File: config.mk
export PLATFORM = sky130hd
export DESIGN_NAME = onehot_rr_arbiter
export DESIGN_NICKNAME = d
export VERILOG_FILES = /design/src/rtl/onehot_pkg.sv /design/src/rtl/rr_pick.sv /design/src/rtl/onehot_rr_arbiter.sv
export SDC_FILE = /design/constraint.sdc
export NUM_CORES = 1
export LEC_CHECK = 0
export BUFFER_PORTS_ARGS = -buffer_cell sky130_fd_sc_hd__clkbuf_2
export CORE_UTILIZATION = 50
export CTS_CLUSTER_DIAMETER = 200
export DETAILED_ROUTE_END_ITERATION = 6
export PLACE_DENSITY = 0.71
export SLEW_MARGIN = 20
export SYNTH_ARGS = -nofsm -noshare
export SYNTH_HDL_FRONTEND = slang
export SYNTH_SLANG_ARGS = --single-unit
File: constraint.sdc
create_clock -name clk -period 8.8 [get_ports clk]
set_clock_uncertainty 0.1 [all_clocks]
set_input_delay 1.32 -clock clk [delete_from_list [all_inputs] [get_ports clk]]
set_output_delay 1.32 -clock clk [all_outputs]
set_load 0.1 [all_outputs]
File: src/rtl/onehot_pkg.sv
// rtl/onehot_pkg.sv - shared sizes, FSM state type and one-hot helper for the round-robin arbiter
package onehot_pkg;

  localparam int N        = 8;
  localparam int SEL_W    = 3;
  localparam int CNT_W    = 4;
  localparam int MAX_HOLD = 15;

  typedef enum logic {
    IDLE = 1'b0,
    BUSY = 1'b1
  } state_t;

  function automatic logic [N-1:0] to_onehot(input logic [SEL_W-1:0] idx);
    return N'(1) << idx;
  endfunction

endpackage

File: src/rtl/rr_pick.sv
// rtl/rr_pick.sv - combinational round-robin pick: first set request at or after rr_ptr
module rr_pick
  import onehot_pkg::*;
(
  input  logic [N-1:0]     req,
  input  logic [SEL_W-1:0] rr_ptr,
  output logic [SEL_W-1:0] win,
  output logic             any
);

  logic [N-1:0]     rot;
  logic [SEL_W-1:0] src;
  logic [SEL_W-1:0] off;

  // Rotate so rr_ptr lands at bit 0, take the lowest set bit, then undo the rotation.
  always_comb begin
    rot = '0;
    src = '0;
    off = '0;
    for (int i = 0; i < N; i++) begin
      src    = SEL_W'(i) + rr_ptr;
      rot[i] = req[src];
    end
    for (int i = N - 1; i >= 0; i--) begin
      if (rot[i]) off = SEL_W'(i);
    end
    win = rr_ptr + off;
    any = |req;
  end

endmodule

File: src/rtl/onehot_rr_arbiter.sv
// rtl/onehot_rr_arbiter.sv - round-robin arbiter with hold timeout and registered one-hot grant
module onehot_rr_arbiter
  import onehot_pkg::*;
(
  input  logic             clk,
  input  logic             rst,
  input  logic [N-1:0]     req,
  input  logic             done,
  output logic [N-1:0]     grant,
  output logic [SEL_W-1:0] grant_idx,
  output logic             grant_valid,
  output logic             timeout
);

  state_t           state_q;
  state_t           state_d;
  logic [CNT_W-1:0] hold_cnt;
  logic [SEL_W-1:0] rr_ptr;
  logic [SEL_W-1:0] win;
  logic             any;
  logic             owner_req;
  logic             hold_hit;
  logic             release_now;
  logic             timeout_d;

  rr_pick u_rr_pick (
    .req    (req),
    .rr_ptr (rr_ptr),
    .win    (win),
    .any    (any)
  );

  // Release conditions for the current owner; done and req-drop mask the timeout flag.
  always_comb begin
    owner_req   = req[grant_idx];
    hold_hit    = (hold_cnt == CNT_W'(MAX_HOLD - 1));
    release_now = (state_q == BUSY) && (!owner_req || done || hold_hit);
    timeout_d   = (state_q == BUSY) && hold_hit && !done && owner_req;
  end

  // Next-state logic: IDLE always lasts at least one cycle, which gives the gap between owners.
  always_comb begin
    state_d = state_q;
    case (state_q)
      IDLE:    if (any) state_d = BUSY;
      BUSY:    if (release_now) state_d = IDLE;
      default: state_d = IDLE;
    endcase
  end

  // State register.
  always_ff @(posedge clk) begin
    if (rst) state_q <= IDLE;
    else     state_q <= state_d;
  end

  // Grant outputs, hold counter and rotation pointer.
  always_ff @(posedge clk) begin
    if (rst) begin
      grant       <= '0;
      grant_idx   <= '0;
      grant_valid <= 1'b0;
      timeout     <= 1'b0;
      hold_cnt    <= '0;
      rr_ptr      <= '0;
    end else begin
      timeout <= 1'b0;
      case (state_q)
        IDLE: begin
          if (any) begin
            grant       <= to_onehot(win);
            grant_idx   <= win;
            grant_valid <= 1'b1;
            hold_cnt    <= '0;
          end
        end
        BUSY: begin
          if (release_now) begin
            grant       <= '0;
            grant_valid <= 1'b0;
            rr_ptr      <= grant_idx + 1'b1;
            timeout     <= timeout_d;
          end else if (hold_cnt != CNT_W'(MAX_HOLD)) begin
            hold_cnt <= hold_cnt + 1'b1;
          end
        end
        default: ;
      endcase
    end
  end

endmodule

* Yosys cells after proc, flatten, opt, wreduce, memory -nomap -nowiden
Cells that the tools add are included. W data, S select, Z words.
Storage, ports and cells: bits in registers 21, input bits 11, output and inout port bits 13, word-level logic and storage cells 88
Cells by class: add/subtract/negate cells 10, magnitude comparators 9, equality and inequality tests 6, shift-type cells 1, multiplexer cells 39, bitwise logic cells 2, reductions and logical operators 14
Operators with widths (count):
- $lt A3 B4 Y1 const B | 9
- $bmux W1 S3 | 9
- $mux W3 | 8
- $mux W8 | 2
- $pmux W8 S2 | 1
- $mux W1 | 13
- $add A3 B3 Y3 const A | 4
- $mux W4 | 3
- $pmux W4 S2 | 1
- $reduce_or A8 Y1 | 1
- $shl A1 B3 Y8 const A | 1
- $add A2 B3 Y3 const A | 2
- $reduce_and A2 Y1 | 3
- $add A4 B1 Y4 const B | 1
- $eq A4 B4 Y1 const B | 1
- $logic_and A1 B1 Y1 | 4
- $ne A2 B1 Y1 const B | 2
- $ne A2 B2 Y1 const B | 2
- $ne A4 B4 Y1 const B | 1
- $pmux W1 S2 | 2
- $add A1 B3 Y3 const A | 1
- $add A3 B1 Y3 const B | 1
- $add A3 B3 Y3 | 1
- $reduce_and A3 Y1 | 1
- 4 further kinds | 7

* Depth between registers and ports, before layout
depth in word-level cells 15, depth in mapped cells 17, gate-level depth less buffers 15

* By module
Synthesis repeated with hierarchy kept, for this count alone.
Unflattened totals: cells, all modules 186, area total of the unflattened synthesis 1659.1 um^2
Modules (own cells, without submodules):
- onehot_rr_arbiter | instances 1, cells each 118, area an instance 1037.2 um^2, seq. area each 420.4 um^2
- rr_pick | instances 1, cells each 68, area an instance 621.8 um^2, seq. area each 0.0 um^2

* Worst setup path after synthesis
Ideal clock, no wire load.
kind input to register, start point in req[1], end point reg grant[3], library setup time 0.064 ns, data arrival time 4.296 ns, required time 8.636 ns, path slack 4.340 ns, cell stages on the path 13, buffers on the path 0, path through mux4_2 mux2_2 nand2b_1 a21oi_1 o21ba_2 a2bb2oi_1 ha_1 inv_1 fa_1 or4b_2 nor2_1 nand3_1 nand3_1
Between the ends: word-level cells in the longest chain between the ends 14, elaborated cells between the ends (all ways) 38, those cells by class add/sub (1); eq/ne (2); shift (1); mux (28); reduce/logical (6)
Ends and longest elaborated chain:
- start, declared | line onehot_rr_arbiter.sv:7 | input logic [N-1:0] req,
- $bmux W1 S3 | line rr_pick.sv:22 | rot[i] = req[src];
- $mux W1 (implied by the code) | line rr_pick.sv:22
- $mux W3 (8 in series) | line rr_pick.sv:25 | if (rot[i]) off = SEL_W'(i);
- $add A3 B3 Y3 | line rr_pick.sv:27 | win = rr_ptr + off;
- $shl A1 B3 Y8 | line onehot_pkg.sv:15 | return N'(1) << idx;
- $mux W8 | line onehot_rr_arbiter.sv:70 | if (any) begin
- $pmux W8 S2 | line onehot_rr_arbiter.sv:68 | case (state_q)
- end signal, assigned | line onehot_rr_arbiter.sv:71 | grant <= to_onehot(win);
- end, declared | line onehot_rr_arbiter.sv:9 | output logic [N-1:0] grant,
Parallel ways exist; a longest one is shown, timed or not. The select of a mux whose other input is x is not followed. A chain may end at the register's enable or synchronous reset.

* Worst setup path after layout
start point reg rr_ptr[0], end point reg grant[3]
Between the ends: word-level cells in the longest chain between the ends 15, elaborated cells between the ends (all ways) 35, those cells by class add/sub (8); shift (1); mux (26)
Ends and longest elaborated chain:
- start, declared | line onehot_rr_arbiter.sv:18 | logic [SEL_W-1:0] rr_ptr;
- start signal, assigned | line onehot_rr_arbiter.sv:81 | rr_ptr <= grant_idx + 1'b1;
- $add A3 B3 Y3 | line rr_pick.sv:21 | src = SEL_W'(i) + rr_ptr;
- $bmux W1 S3 | line rr_pick.sv:22
- $mux W1 (implied by the code) | line rr_pick.sv:22
- $mux W3 (8 in series) | line rr_pick.sv:25
- $add A3 B3 Y3 * | line rr_pick.sv:27
- $shl A1 B3 Y8 * | line onehot_pkg.sv:15
- $mux W8 * | line onehot_rr_arbiter.sv:70
- $pmux W8 S2 * | line onehot_rr_arbiter.sv:68
Every way passes the cells marked *; elsewhere a longest branch is shown, timed or not. The select of a mux whose other input is x is not followed.

==> flow_summary.json <==
{
  "synth_compound_area_share_pct": 11.0,
  "grt_max_degree": 19,
  "synth.distinct_cells": 48,
  "critPathKind": "flip-flop to flip-flop",
  "wl_um": 3660,
  "drcViolationCount": 0,
  "cts_resized": 0,
  "wire_per_inst_um": 15.0,
  "mostFrequentLayoutCell": "nor2_1",
  "hold_depth": 2,
  "maxSlewHeadroom_pct": 32.9,
  "synthMuxAreaShare_pct": 26.0,
  "die_area_um2": 3700,
  "whs_endpoint": "grant[1]",
  "initial_core_util_pct": 54.4,
  "min_from": "grant[1]",
  "worstPathCellList": "inv_1, ha_1, mux4_1, mux2i_1, nor2b_1, nor2_1, o21ba_2, a2bb2oi_1, ha_1, inv_1, fa_1, or4b_2, nor2_1, o21ai_0, nand3_1",
  "critPathArrivalTime_ps": 5030,
  "rows": 20,
  "grt_pass1_wl_um": 6370,
  "cpPeakStageDelay_ps": 760,
  "met3_length_um": 133,
  "cellPowerDensity_nw_per_um2": 210,
  "seq_area_frac_synth_pct": 24.3,
  "cts_tree": "done",
  "synth_cells": 181,
  "gp_congestion": 0.847,
  "fin_setup_tns_ps": 0,
  "final_net_count": 218,
  "drt-met1-wl_um": 1620,
  "fp.coreArea_um2": 3180,
  "clock_latency_ps": 300,
  "diodes": 0,
  "synthArstFlopShare_pct": 0,
  "synth.cell_area_um2": 1730,
  "ctsHoldBuffers": 0,
  "synth_top_family_by_area": "multiplexers",
  "r2r-start": "rr_ptr[0]",
  "mostFrequentLayoutCells": "24 x nor2_1, 23 x clkbuf_2, 21 x dfxtp_1",
  "die_x_um": 60.8,
  "setup_viol": 0,
  "dp_slack_ps": 3850,
  "synth_xor_area_share_pct": 4.05,
  "synth_fa_ha_area_share_pct": 5.50,
  "avgViaCountPerCell": 6.12,
  "dp_hpwl_um": 2820,
  "drive_above_1_share_pct": 28.6,
  "fill_cells": 284,
  "synth_seq_cells": 21,
  "area_growth_pct": 8.75,
  "fp.dieH_um": 60.8,
  "avgSynthCellArea_um2": 9.56,
  "synth_edf_count": 0,
  "synth_nets": 199,
  "cts_buffers": 3,
  "antenna_left": 0,
  "num_vias": 1486,
  "crit_fanout": 14,
  "clock-sinks": 21,
  "hold_viol_final": 0,
  "synthDominantCellAreaShare_pct": 24.3,
  "yosysTopAreaCell": "dfxtp_1",
  "rr_endpoint": "grant[3]",
  "clk_pin_slew_worst_paths_ps": 110,
  "tightest_slew_ps": 1010,
  "multi_input_area_um2": 1240,
  "cp.required_ps": 8950,
  "post-route-period-util_pct": 55.5,
  "synthSimpleGateAreaFrac_pct": 25.0,
  "grt_overflow": 0,
  "grt_setup_unrepaired": "no",
  "cpMaxStageDelayCell": "dfxtp_1",
  "hp-class": "flip-flop to flip-flop",
  "route.met2.wl_um": 1850,
  "ff_latch_area_um2": 420,
  "clk_path_buf_depth": 2,
  "h-tree-depth": 1,
  "crit_path_end_kind": "flip-flop",
  "cts_setup_buffers": 0,
  "ff2ff_setup_slack_ps": 3920,
  "highest_layer": "met4",
  "finalMaxSlewViolations": 0,
  "ir_drop_v": 0.000112,
  "min_period_ps": 4880,
  "ios": 24,
  "first_global_vias": 1398,
  "yosys-top-cells-area": "dfxtp_1 24%, mux4_2 10%, mux4_1 6.1%",
  "maxCapViolCount": 0,
  "io_buffer_count": 23,
  "grt_use_total_pct": 23.2,
  "synth_ff_type": "dfxtp_1",
  "cts_root_buf": "clkbuf_4",
  "drt-pass1-iter-count": 4,
  "worst_slack_ps": 3920,
  "initialDrtViolationCount": 55,
  "antenna_found_initial": 0,
  "leakage_uw": 0.000776,
  "reg2reg_depth": 15,
  "run_status": "completed",
  "startpoint_type": "flip-flop",
  "max_freq_mhz": 205,
  "ys_warn_count": 0
}
==> power by group <==
group | leakage, uW | internal (uW) | switching (uW)
combinational | 0.000590 | 80.0 | 149
clock | 0.0000150 | 17.7 | 27.6
sequential | 0.000171 | 106 | 15.8
total | 0.000776 | 204 | 192
==> Yosys cell counts, drive strengths merged (2+ instances only) <==
cell / n
dfxtp: 21
mux2i: 6
or2: 3
inv: 7
nor3: 4
buf: 4
a21oi: 3
or4b: 2
o32a: 2
ha: 6
mux4: 12
nand3: 21
nor3b: 2
mux2: 8
or3b: 2
xor2: 6
o21ai: 9
nand2: 11
clkbuf: 5
a211oi: 2
nor4: 4
xnor2: 2
nor2: 24
==> logic make-up (layout without fill, tap and decap cells) <==
kind of cell | after synthesis | count (layout)
flip-flops | 21 | 21
buffers and inverters | 16 | 34
AO/OA/AOI/OAI | 25 | 25
adder cells (fa/ha/maj) | 7 | 7
XOR/XNOR | 8 | 8
AND/OR/NAND/NOR | 78 | 78
multiplexers | 26 | 26
==> metrics by stage <==
stage | std cells | power [uW] | util (%) | hold WS (ps) | area, um^2
2_1_floorplan | 181 | 317 | - | 392 | 1730
3_3_place_gp | 239 | 347 | 58.4 | 353 | 1860
3_5_place_dp | 239 | 352 | 58.4 | 353 | 1860
4_1_cts | 243 | 398 | 59.2 | 385 | 1880
5_1_grt | 243 | 422 | 59.2 | 407 | 1880
6_report | 243 | 396 | 59.2 | 382 | 1880
==> worst max-delay path: cells and delay by family (launching register included) <==
| kind | cells | cell delay, ps |
|---|---|---|
| buf+inv | 2 | 170 |
| simple gates | 5 | 1250 |
| flops | 1 | 760 |
| fa+ha+maj | 3 | 1220 |
| compound gates | 3 | 480 |
| mux | 2 | 860 |
==> flip-flops by register name, indices dropped and copies added, names as in the netlist <==
signal,count
state_q,1
grant_idx,3
timeout,1
grant,8
hold_cnt,4
grant_valid,1
rr_ptr,3
==> how the worst max path moves through the flow <==
stage	startpoint	to	slack (ps)	cells past startpoint
floorplan	req[1]	grant[3]	4340	13
global placement	req[6]	grant[3]	3950	11
detailed placement	req[6]	grant[3]	3850	11
CTS	rr_ptr[0]	grant[3]	3930	15
global route	rr_ptr[0]	grant[3]	3670	15
finish	rr_ptr[0]	grant[3]	3920	15
==> final cells by class <==
cell class                 count  share of cell area, %
inverter                       7                   1.40
clock buffer                   4                   1.40
multi-input combinational    144                   65.8
sequential                    21                   22.3
timing repair buffer          23                   6.12
tap                           44                   2.93
==> per-layer routing <==
layer / vias to the layer above / track usage, %
li1: 710 / -
met1: 726 / 31.0
met2: 42 / 38.3
met3: 8 / 3.62
met4: 0 / 8.44
met5: - / 0
Power figures use the tool's default switching activity.
